===== config.mk =====
export PLATFORM = sky130hd
export DESIGN_NAME = serial_fs_sub
export DESIGN_NICKNAME = d
export VERILOG_FILES = /design/src/rtl/serial_fs_sub.sv
export SDC_FILE = /design/constraint.sdc
export NUM_CORES = 1
export LEC_CHECK = 0
export ABC_AREA = 1
export CELL_PAD_IN_SITES_DETAIL_PLACEMENT = 2
export CELL_PAD_IN_SITES_GLOBAL_PLACEMENT = 2
export CORE_AREA = 3 3 88 90
export CTS_BUF_LIST = sky130_fd_sc_hd__clkbuf_4 sky130_fd_sc_hd__clkbuf_8 sky130_fd_sc_hd__clkbuf_16
export CTS_CLUSTER_SIZE = 16
export DETAILED_ROUTE_END_ITERATION = 8
export DIE_AREA = 0 0 91 93
export PLACE_DENSITY = 0.71
export SLEW_MARGIN = 15
export SYNTH_ARGS = -nofsm -noshare
export SYNTH_HDL_FRONTEND = slang
export SYNTH_SLANG_ARGS = --single-unit

===== constraint.sdc =====
create_clock -name clk -period 1.21 [get_ports clk]
set_input_delay 0.121 -clock clk [delete_from_list [all_inputs] [get_ports clk]]
set_output_delay 0.121 -clock clk [all_outputs]
set_load 0.01 [all_outputs]

===== src/rtl/serial_fs_sub.sv =====
// Bit-serial subtractor: a - b - bin is computed LSB first through one
// full-subtractor cell and a borrow flop, with valid/ready handshakes on both sides.
module serial_fs_sub #(
  parameter int WIDTH = 8,
  parameter int CNT_W = $clog2(WIDTH + 1)
) (
  input  logic             clk,
  input  logic             rst_n,
  input  logic             start_valid,
  output logic             start_ready,
  input  logic [WIDTH-1:0] a,
  input  logic [WIDTH-1:0] b,
  input  logic             bin,
  output logic             done_valid,
  input  logic             done_ready,
  output logic [WIDTH-1:0] diff,
  output logic             bout,
  output logic             busy
);

  typedef enum logic [1:0] {IDLE, SHIFT, DONE} state_t;

  state_t           state_reg, state_next;
  logic [WIDTH-1:0] sa_reg, sa_next;
  logic [WIDTH-1:0] sb_reg, sb_next;
  logic [WIDTH-1:0] sr_reg, sr_next;
  logic [WIDTH-1:0] diff_reg, diff_next;
  logic             br_reg, br_next;
  logic             bout_reg, bout_next;
  logic [CNT_W-1:0] cnt_reg, cnt_next;

  logic             d;
  logic             borrow;
  logic [WIDTH-1:0] sr_shift;

  // Full-subtractor cell on the current LSBs.
  assign d      = sa_reg[0] ^ sb_reg[0] ^ br_reg;
  assign borrow = (~sa_reg[0] & sb_reg[0]) | (~(sa_reg[0] ^ sb_reg[0]) & br_reg);

  // Result register shifts right with the new difference bit entering at the MSB.
  assign sr_shift[WIDTH-1] = d;
  generate
    for (genvar gi = 0; gi < WIDTH - 1; gi++) begin : g_sr
      assign sr_shift[gi] = sr_reg[gi+1];
    end
  endgenerate

  always_comb begin
    state_next = state_reg;
    sa_next    = sa_reg;
    sb_next    = sb_reg;
    sr_next    = sr_reg;
    br_next    = br_reg;
    cnt_next   = cnt_reg;
    diff_next  = diff_reg;
    bout_next  = bout_reg;
    case (state_reg)
      IDLE: begin
        if (start_valid) begin
          sa_next    = a;
          sb_next    = b;
          br_next    = bin;
          cnt_next   = '0;
          state_next = SHIFT;
        end
      end
      SHIFT: begin
        sa_next  = sa_reg >> 1;
        sb_next  = sb_reg >> 1;
        sr_next  = sr_shift;
        br_next  = borrow;
        cnt_next = cnt_reg + CNT_W'(1);
        if (cnt_reg == CNT_W'(WIDTH - 1)) begin
          diff_next  = sr_shift;
          bout_next  = borrow;
          state_next = DONE;
        end
      end
      DONE: begin
        if (done_ready) state_next = IDLE;
      end
      default: state_next = IDLE;
    endcase
  end

  always_ff @(posedge clk) begin
    if (!rst_n) begin
      state_reg <= IDLE;
      sa_reg    <= '0;
      sb_reg    <= '0;
      sr_reg    <= '0;
      br_reg    <= 1'b0;
      cnt_reg   <= '0;
      diff_reg  <= '0;
      bout_reg  <= 1'b0;
    end else begin
      state_reg <= state_next;
      sa_reg    <= sa_next;
      sb_reg    <= sb_next;
      sr_reg    <= sr_next;
      br_reg    <= br_next;
      cnt_reg   <= cnt_next;
      diff_reg  <= diff_next;
      bout_reg  <= bout_next;
    end
  end

  assign start_ready = (state_reg == IDLE);
  assign done_valid  = (state_reg == DONE);
  assign busy        = (state_reg != IDLE);
  assign diff        = diff_reg;
  assign bout        = bout_reg;

endmodule


==> summary by stage, run 1 <==
Timing
The ratio of final minimum period to clock period is 101%. Derived from the worst setup path, the maximum achievable clock frequency is 0.818 GHz. For the pin with the worst max-slew slack, the measured transition is 0.469 ns. After routing, the total negative slack on setup checks comes to -0.0238 ns. The tightest slew margin relative to the limit is 68.7%. The count of endpoints failing hold in the final timing report is 0. The clock period minus worst slack is 1.22 ns. The final setup violation count is 5. The number of max-slew violations in the final report is 0. In the post-route analysis, the smallest setup slack over all paths is -0.0119 ns. Setup repair after global routing could not meet its margin everywhere. The worst hold-check slack is 0.382 ns. For the final database, setup skew stands at 0.00545 ns.

Clocking
In this run the clock root is driven by a sky130_fd_sc_hd__clkbuf_8. TritonCTS built the clock tree. The number of buffers inserted by hold repair at cts is 0.

The clock edge transition at the registers on the reported setup and hold paths is 0.08 ns. The longest clock path from root to sink contains 2 buffers. The TritonCTS buffer count is 5. The number of sinks driven by the clock tree is 39. In this run the number of H-tree levels came out at 2. At the later pin of the worst-skew pair, clock insertion delay measures 0.29 ns.

Critical path
The number of buffer and inverter stages on the critical path is 2. The required arrival time at the worst endpoint is 1.40 ns. The gate family responsible for the most delay along the worst path is adder cells. STA classifies the critical path endpoint as a register.

The worst setup path is launched from a register. The beginning of the worst register-to-register path is br_reg. The critical path start-end classification is register to register.

The slowest library cell on the worst path is sky130_fd_sc_hd__fa_1. Of all nets on the critical path, the largest fanout is 2. The first element of the critical path is br_reg. Traced cell by cell, the critical path runs through inv_2, fa_1, inv_1, nand2_2, o21ai_1, nor2_1.

The largest single stage delay on the critical path is ~0.44 ns. The data arrival time at the worst-slack endpoint is ~1.4 ns.

Route
In this run the remaining antenna-violating nets after routing total 0. The vias after detailed routing is 1,799. The first detailed-routing pass ran for 4 iterations. The final routed wirelength across all metal layers is 5.68 mm.

For this run, design rule violations remaining after detail routing come to 0. The number of DRC violations after detailed-routing iteration 0 is 38. In the routed layout, each cell is associated on average with a via count of 4.38. The wire length per cell after detailed routing is 13.8 um.

Synthesis
The synthesized netlist occupies a cell area of 1750 um^2. The xor and xnor fraction of the mapped netlist area is 0%. Summing the areas of all fa, ha and maj instances in the mapped netlist gives 1.86% of the synthesized area. By area the synthesized netlist is led by sky130_fd_sc_hd__dfxtp_1 45%, sky130_fd_sc_hd__nand2_1 13%, sky130_fd_sc_hd__nand3_1 10%. Of all cell types, the one taking the most synthesized area is sky130_fd_sc_hd__dfxtp_1. The top cell type by area accounts for 44.7% of the synthesized area. Yosys printed 0 warnings. The area share of and/or/nand/nor cells after synthesis is 35.3%.

The number of distinct library cell variants in the gate-level netlist after synthesis is 21. A synthesized cell averages 6.80 um^2. The post-synthesis mux area share is 0%.

Sequential cells were found to cover 44.7% of the synthesized design area. The synthesized net count is 280. The number of flip-flops and latches in the synthesized netlist is 39. After technology mapping, the gate count stands at 257.

Summing the areas of all compound-gate instances in the mapped netlist gives 6.73% of the synthesized area. The main combinational cell family by area after synthesis is simple AND/OR/NAND/NOR gates.

Floorplanning
The cell row count is 31. The total I/O pin count is 33. The starting utilization of the core area is 24.5%. The width of the die is 91 um.

The die height is 93 um. The total area inside the core boundary comes to 7140 um^2. The die covers about 8500 um^2.

Final layout
The layout-stage area growth over the synthesis result is 46.1%. The repair_antennas step left the layout with diodes totalling 0. The layout net count is 335.

Cells with a size suffix above 1 make up 22.8% of the layout.

GRT
Entering global routing, the biggest net connects 22 pins. The aggregate global routing overflow is 0. The number of global-route vias before repair is 1,956.

The global-route usage over all layers is 14.1%. The first global-routing pass estimated 9.57 mm of wire. The initial antenna violation count was 0.

Placed design
Summed over all nets, the half-perimeter wirelength after detailed placement is roughly 4.0 mm. At the end of routability-driven placement, the weighted congestion stood at 0.724. Port buffering added 32 buffers.

Power
The total leakage power is 1.16 nW. IR analysis of the VDD net gives a maximum drop of 379 uV. The power per unit of standard cell area is 1110 nW/um^2.

Min path
The path type of the worst min-delay path is primary input to register. The origin of the worst min-delay path is b[7].

Job
The max-cap check violation count is 0.

Status
The flow ran to the end, but the final reports show violations. The checks that failed: negative setup slack.
[per-layer routing]
| layer | GRT usage [%] | up-vias | routed length [um] |
|---|---|---|---|
| li1 | - | 899 | - |
| met1 | 15.5 | 866 | 2330 |
| met2 | 28.0 | 30 | 3150 |
| met3 | 2.57 | 4 | 167 |
| met4 | 3.02 | 0 | 35 |
| met5 | 0 | - | 0 |
[tightest hold or removal path: stages]
cell                              delay, ns
sky130_fd_sc_hd__clkdlybuf4s50_1       0.39
sky130_fd_sc_hd__nand2_1               0.06
sky130_fd_sc_hd__a21oi_1               0.05
[stage by stage]
stage,util [%],setup slack (ns),cells,area (um^2),total power [mW]
2_1_floorplan,-,0.0235,257,1750,1.66
3_3_place_gp,32.4,-0.101,400,2310,1.86
3_5_place_dp,32.4,-0.144,400,2310,1.88
4_1_cts,34.5,-0.0398,410,2460,2.83
5_1_grt,35.8,-0.0877,411,2550,3.00
6_report,35.8,-0.0119,411,2550,2.82
[synthesized netlist by cell type (all sizes together)]
| cell | instances |
|---|---|
| ha | 1 |
| nor3 | 1 |
| o21a | 1 |
| nand3 | 36 |
| nand2 | 61 |
| inv | 32 |
| nor2 | 50 |
| fa | 1 |
| clkbuf | 2 |
| buf | 11 |
| o21ai | 9 |
| dfxtp | 39 |
| a21oi | 13 |
[power breakdown]
group          internal (mW)  switching (mW)
Combinational          0.245           0.283
Sequential              1.35          0.0342
Clock                  0.448           0.465
Total                   2.04           0.782
[cell usage in the layout, fill, tap and decap left out, drive strengths merged, types with 6 or more instances in the layout]
master,Yosys,layout
dfxtp,39,39
a21oi,13,13
inv,32,32
buf,11,32
nor2,50,50
clkdlybuf4s50,0,20
nand2,61,61
dlygate4sd2,0,9
o21ai,9,9
clkbuf,2,6
nand3,36,36
[area by class of cell]
cell class              count  area (um^2)
clock buffers               6         82.6
well taps                  99          124
flip-flops and latches     39          792
multi-input cells         173          856
inverters                  32          123
clock inverters             1         5.00
fillers                   878         4580
repair buffers             61          571
[cell families after synthesis]
group           count (synthesis)
simple gates                  148
flops                          39
fa+ha+maj                       2
compound gates                 23
buf+inv                        45
[worst paths after layout]
check | endpoint | slack (ns) | cells after the start
hold reg to reg | sr_reg[4] | 0.46 | 2
setup reg to reg | diff[7] | -0.01 | 6
hold / removal | sb_reg[7] | 0.38 | 3
setup / recovery | diff[7] | -0.01 | 6
[repair_timing]
| action | in CTS | in global routing |
|---|---|---|
| setup buffers | 2 | 2 |
| pin swaps | 3 | 3 |
| cloned | 1 | 0 |
| resized for setup | 39 | 29 |
| setup endpoints to repair | 39 | 33 |
(Power assumes the default switching activity.)
==> run 2: changes to the inputs <==
Settings changed: CORE_AREA 3 3 88 90 to 3 3 81 83, DIE_AREA 0 0 91 93 to 0 0 84 86, PLACE_DENSITY 0.71 to 0.79.
Clock period 1.21 ns to 1.5 ns, I/O delays scaled along.
==> summary by stage, run 2 (synthesized netlist as in run 1, its figures left out) <==
Route
Dividing the detail-routed wire length by the instance count gives 13.9 um. For this block, the routed nets add up to 5.14 mm of wire. Dividing the detail-routed via count by the number of cells gives about 4.6. The number of detailed-route iterations in the first pass is 4. The detailed router finished its first iteration with 52 violations. The number of design rule violations left after detail routing is 0. Once detail routing completed, the nets flagged for antenna violations numbered 0. The vias after detailed routing is 1,703.

Floorplanning
The width of the die is 84 um. Row generation in the floorplan step produced 28 rows. The die covers slightly above 7000 um^2. The core box area is 5920 um^2. The floorplan step set the die height to between 80 and 90 um. The starting utilization of the core area is between 20% and 30%. During I/O placement, the number of pins put on the boundary was 33.

Min path
The path type of the worst min-delay path is primary input to register.

GRT
The global-route usage over all layers is 15.4%. The initial antenna violation count is 0. Entering global routing, the biggest net connects 30 pins.

The number of global-route vias before repair is 1,845. The first global-routing pass estimated 8.90 mm of wire. The aggregate global routing overflow is 0.

Final layout
The total area of sequential cells is 783 um^2. The final standard cell area without fillers is 2280 um^2. The most common cell after layout, fill and taps aside is sky130_fd_sc_hd__nand2_1. The ratio of cells with drive above 1 in the final layout is 9.80%. The layout net count is ~320. The number of inserted diodes is 0.

The top cell types in the final layout, fill and taps aside, are 60 x sky130_fd_sc_hd__nand2_1, 47 x sky130_fd_sc_hd__nor2_1, 37 x sky130_fd_sc_hd__dfxtp_1, 35 x sky130_fd_sc_hd__nand3_1, 30 x sky130_fd_sc_hd__inv_1. The area growth from synthesis to layout is 30.6%. The footprint of the multi-input gates is 783 um^2. The final-layout fill cell count is 724.

The final design utilization is 38.5%.

Status
The flow ran to the end, and the final reports show no timing, DRC or antenna violations.

Clocking
The later pin in the worst-skew pair is clocked with a latency of 0.29 ns. Clock tree synthesis selected as its root buffer the cell sky130_fd_sc_hd__clkbuf_8. The number of setup buffers added after CTS is 0. The number of sinks driven by the clock tree is 39. The clock edge transition at the registers on the reported setup and hold paths is 0.08 ns. The level count of the clock H-tree is 2. The CTS tree is done. The clock passes through at most 2 buffers. Buffers inserted during clock tree synthesis total 5.

Placed design
The weighted congestion reported at the end of routability-driven placement is 0.714. In this run the cell area measured after placement is ~2200 um^2. The pre-CTS worst setup slack is 0.0255 ns. In this run the tool buffered the top-level ports with 32 buffer cells. The post-DP HPWL is around 3.8 mm.

Critical path
Along the worst path, the maximum fanout reaches 10. The type of destination of the critical path is a register. The startpoint class of the critical path is a register. For the worst setup path, the data required time is 1.73 ns. The critical path start-end classification is register to register.

The data arrival time at the worst-slack endpoint is 1.61 ns.

Timing
The clock period could shrink to between 1 and 1.5 ns. The number of max-slew violations in the final report was 0. Of the available clock period, the critical path in the final layout requires 92.1%.

On the final layout, the worst hold slack is 0.455 ns. At the pin with the least slew margin, the transition time is 0.438 ns. Setup violations remaining at the end of the flow were counted as 0. The count of endpoints failing hold in the final timing report was 0.

Summed over all failing endpoints, the final setup total negative slack is 0 ns. For the final database, setup skew stands at 0.00493 ns. In this run the tightest slew margin relative to its limit is 70.8%.

Static timing analysis puts the maximum clock frequency at 0.724 GHz. Once routing completed, OpenROAD measured the worst setup slack at between 0.1 and 0.15 ns.

Job
Across the run, the number of max-cap violations was 0.

Power
The peak supply drop is 397 uV. The power per unit of standard cell area is roughly 960 nW/um^2. The total leakage power is 1.01 nW.
## run 2: changes by cell type in the layout (fill, tap and decap cells not counted), moves of 3 or more
cell	change
sky130_fd_sc_hd__dlygate4sd2_1	-6
sky130_fd_sc_hd__buf_6	-3
sky130_fd_sc_hd__buf_4	-13
sky130_fd_sc_hd__nand2_1	+9
sky130_fd_sc_hd__o21ai_2	-4
sky130_fd_sc_hd__o21ai_0	+7
sky130_fd_sc_hd__inv_1	+3
sky130_fd_sc_hd__dfxtp_1	+3
sky130_fd_sc_hd__clkdlybuf4s50_1	+9
sky130_fd_sc_hd__nand2_2	-8
sky130_fd_sc_hd__o21ai_1	-3
## run 2: routing by layer
metal	part of all wire (%)	up-vias	wire, um	track usage [%]
met5	0	-	0	0
met4	1.2	0	61	5.26
met3	4.2	7	216	3.75
met2	49	31	2500	27.2
met1	46	801	2360	18.4
li1	-	864	-	-
## run 2: stage by stage
step                      instances  total power, mW
after global routing            371             2.33
after CTS                       370             2.23
final                           371             2.19
after detailed placement        362             1.49
after floorplan                 257             1.34
after global placement          362             1.48
## run 2: worst paths after layout
path              startpoint   endpoint  slack [ns]  cells after the start
setup / recovery  cnt_reg[0]    diff[6]        0.12                      5
hold / removal          a[7]  sa_reg[7]        0.45                      3
setup reg to reg  cnt_reg[0]    diff[6]        0.12                      5
hold reg to reg    sr_reg[1]  sr_reg[1]        0.46                      2
## run 2: area by class of cell
class	count	area share, %
flip-flops and latches	39	34.3
inverters	32	5.27
clock inverters	1	0.219
clock buffers	7	3.68
well taps	75	4.11
repair buffers	43	18.0
multi-input cells	174	34.3
## run 2: power by group
part / total (mW) / internal (mW) / switching (mW)
combinational: 0.343 / 0.148 / 0.194
clock: 0.730 / 0.363 / 0.367
sequential: 1.11 / 1.09 / 0.0278
## run 2: repair_timing
| item | 4_1_cts | 5_1_grt |
|---|---|---|
| pin swaps | 0 | 1 |
| resized for setup | 6 | 1 |
| hold buffers | 0 | 0 |
| setup endpoints to repair | 3 | 10 |
| gates cloned | 0 | 1 |
## run 2: critical path, cell delays in order (launching register included)
cell and delay, ns:
sky130_fd_sc_hd__dfxtp_1 0.38, sky130_fd_sc_hd__ha_1 0.23, sky130_fd_sc_hd__nand3_2 0.24, sky130_fd_sc_hd__nor2_2 0.29
sky130_fd_sc_hd__nor2_1 0.07, sky130_fd_sc_hd__nor2_1 0.11
==> run 3: changes to the inputs <==
Settings changed: CORE_AREA 3 3 81 83 to 3 3 88 90, DIE_AREA 0 0 84 86 to 0 0 91 93, PLACE_DENSITY 0.79 to 0.71.
Clock period 1.5 ns to 1.2 ns, I/O delays scaled along.
==> summary by stage, run 3 (synthesized netlist as in run 1, its figures left out) <==
Floorplanning
The die is approximately 93 um tall. For this design the top-level I/O count stands at 33. Once the floorplan was initialized, standard cells occupied 24.5% of the core. The die covers 8460 um^2. The cell row count is 31. The core box area is 7140 um^2. The width of the die is 91 um.

Placed design
The count of buffers inserted at the top-level ports is 32. Routability-driven placement finished with a final weighted congestion of 0.723. The number of placed cells counting well taps is 400. The post-DP HPWL is 3.91 mm. The cell area reported after detailed placement is 2310 um^2.

Power
The analysis attributes to cell leakage a power of 1.31 nW. The switching power as a share of total power is 29.3%. In this run the power density over the cells is between 1000 and 1500 nW/um^2. The internal power contribution is approximately 2.1 mW. The switching power of the nets is ~0.88 mW. The sequential power share is 46.6%. The share of total power dissipated in the clock network is between 30 and 40%.

The part of the total power dissipated in combinational logic is 22.1%. The peak supply drop is between 500 and 600 uV.

Final layout
The post-route netlist has 35.3% of its cells at a drive strength greater than 1. Excluding fillers, the count of instances in the completed layout stands at 416. For this run, the post-layout net count is roughly 340. In the layout the commonest cells are 45 x sky130_fd_sc_hd__nor2_1, 35 x sky130_fd_sc_hd__nand2_1, 32 x sky130_fd_sc_hd__dfxtp_1, 27 x sky130_fd_sc_hd__nand3_1, 26 x sky130_fd_sc_hd__inv_1. The most common cell after layout, fill and taps aside is sky130_fd_sc_hd__nor2_1.

The final-layout fill cell count is a little over 800. The final design utilization is roughly two fifths. Relative to the synthesized area, the layout overhead comes to 62.0%.

Once layout is done, the placed cells without fillers occupy 2830 um^2. The number of antenna diodes in the final layout is 0.

Timing
The final critical path takes up 105% of the cycle. The worst clock skew is 0.00971 ns. The fmax is 0.795 GHz. At the pin with the least slew margin, the transition time is roughly 0.52 ns.

The total negative slack is -0.503 ns. Setup violations remaining at the end of the flow were counted as 21. After layout, the minimum clock period comes to 1.26 ns. The count of endpoints failing hold in the final timing report is 0. The tightest slew margin relative to the limit is between 60 and 70%. Setup repair after global routing could not meet its margin everywhere. Across all setup checks in the final design, the least slack found is -0.0579 ns. The number of max-slew violations in the final report came to 0.

Critical path
By startpoint and endpoint, the worst setup path is classified as register to register. On the critical path the largest part of the delay comes from buffers and inverters. The type of destination of the critical path is a register. Together, buffers and inverters on the worst path number 4. The startpoint class of the critical path is a register. Along the worst path, the maximum fanout reaches 7. The slowest library cell on the worst path is sky130_fd_sc_hd__dfxtp_4. The critical path goes through buf_6, nor2_4, buf_6, buf_12, nand2_4, nand3_2, nand2_1, inv_1. At the worst endpoint, the arrival time is approximately 1.5 ns. On the worst path, the slowest cell contributes a delay of 0.37 ns. Counting stages on the worst path, the most repeated cell is sky130_fd_sc_hd__buf_6.

The required arrival time at the worst endpoint is 1.45 ns.

Route
The number of detailed-route iterations in the first pass is 4. The length of routed wiring on met1 is roughly 2.5 mm. The vias after detailed routing is 1,866. For this run, design rule violations remaining after detail routing come to 0. For this block, the routed nets add up to between 6 and 7 mm of wire. The detailed router finished its first iteration with 50 violations. The detailed route wirelength on metal2 is ~3.6 mm.

Summed over all nets, wire length on met3 after detailed routing comes to 178 um. The wire length per cell after detailed routing is about 15 um. The via-per-instance ratio is roughly 4.5. The detailed router used layers up to and including met4. The remaining antenna violation count after routing is 0.

GRT
The initial antenna violation count is 0. The first global-routing pass estimated 9.53 mm of wire. The number of global-route vias before repair came to 2,023. Entering global routing, the biggest net connects 22 pins. The aggregate global routing overflow is 0. The global-route usage over all layers is 13.9%.

Clocking
TritonCTS built the clock tree. The maximum clock path buffer count is 2. The TritonCTS buffer count is 5. The root buffer cell is sky130_fd_sc_hd__clkbuf_8. After clock tree synthesis, the clock-pin slew on the worst setup and hold paths is around 0.08 ns. The number of sinks driven by the clock tree is 39.

The H-tree generated during clock tree synthesis spans 2 levels. At the later pin of the worst-skew pair, clock insertion delay measures 0.30 ns.

Min path
The path type of the worst min-delay path is primary input to register.

Status
The final reports fail on negative setup slack. The run finished, with violations left.

Job
The max-cap check violation count is 0.
-- run 3: metal layers --
| layer | track usage [%] | up-vias |
|---|---|---|
| met3 | 3.46 | 9 |
| met5 | 0 | - |
| met1 | 14.9 | 911 |
| met2 | 27.9 | 31 |
| li1 | - | 915 |
| met4 | 2.14 | 0 |
-- run 3: power groups by stage --
| stage | clock network [mW] | registers [mW] | logic, mW |
|---|---|---|---|
| final | 0.939 | 1.40 | 0.662 |
| after global routing | 1.06 | 1.41 | 0.726 |
| after CTS | 0.961 | 1.39 | 0.503 |
| after detailed placement | 0 | 1.42 | 0.473 |
| after global placement | 0 | 1.42 | 0.459 |
| after floorplan | 0 | 1.41 | 0.260 |
-- run 3: tightest hold or removal path, delay by kind of cell --
family	cells	cell delay, ns
compound gates	1	0.06
buf+inv	1	0.40
simple gates	1	0.08
-- run 3: worst paths after layout --
path / start / endpoint / slack, ns / depth (start not counted)
max: state_reg[1] / sb_reg[6] / -0.06 / 8
min: b[7] / sb_reg[7] / 0.41 / 3
max reg2reg: state_reg[1] / sb_reg[6] / -0.06 / 8
min reg2reg: diff[4] / diff[4] / 0.47 / 2
-- run 3: final cells by class --
class,count,area (um^2),share of cell area [%]
Clock buffer,7,83.8,2.96
Clock inverter,1,5.00,0.177
Inverter,32,125,4.42
Multi-Input combinational cell,173,1020,36.1
Sequential cell,39,795,28.1
Tap cell,99,124,4.38
Timing Repair Buffer,65,677,23.9
-- run 3: repair_timing --
| action | 4_1_cts | 5_1_grt |
|---|---|---|
| endpoints found under the setup margin | 32 | 34 |
| gates resized for setup | 36 | 89 |
| gates cloned | 1 | 3 |
| pin swaps | 5 | 18 |
| hold buffers | 0 | 0 |
| hold endpoints to repair | 0 | 0 |
| setup buffers | 1 | 3 |
-- run 3: stage by stage --
| step | total power, mW | hold slack (ns) | worst slack, ns |
|---|---|---|---|
| 2_1_floorplan | 1.67 | 0.261 | 0.0135 |
| 3_3_place_gp | 1.87 | 0.439 | -0.112 |
| 3_5_place_dp | 1.89 | 0.448 | -0.141 |
| 4_1_cts | 2.86 | 0.402 | -0.100 |
| 5_1_grt | 3.19 | 0.422 | -0.121 |
| 6_report | 3.00 | 0.409 | -0.0579 |
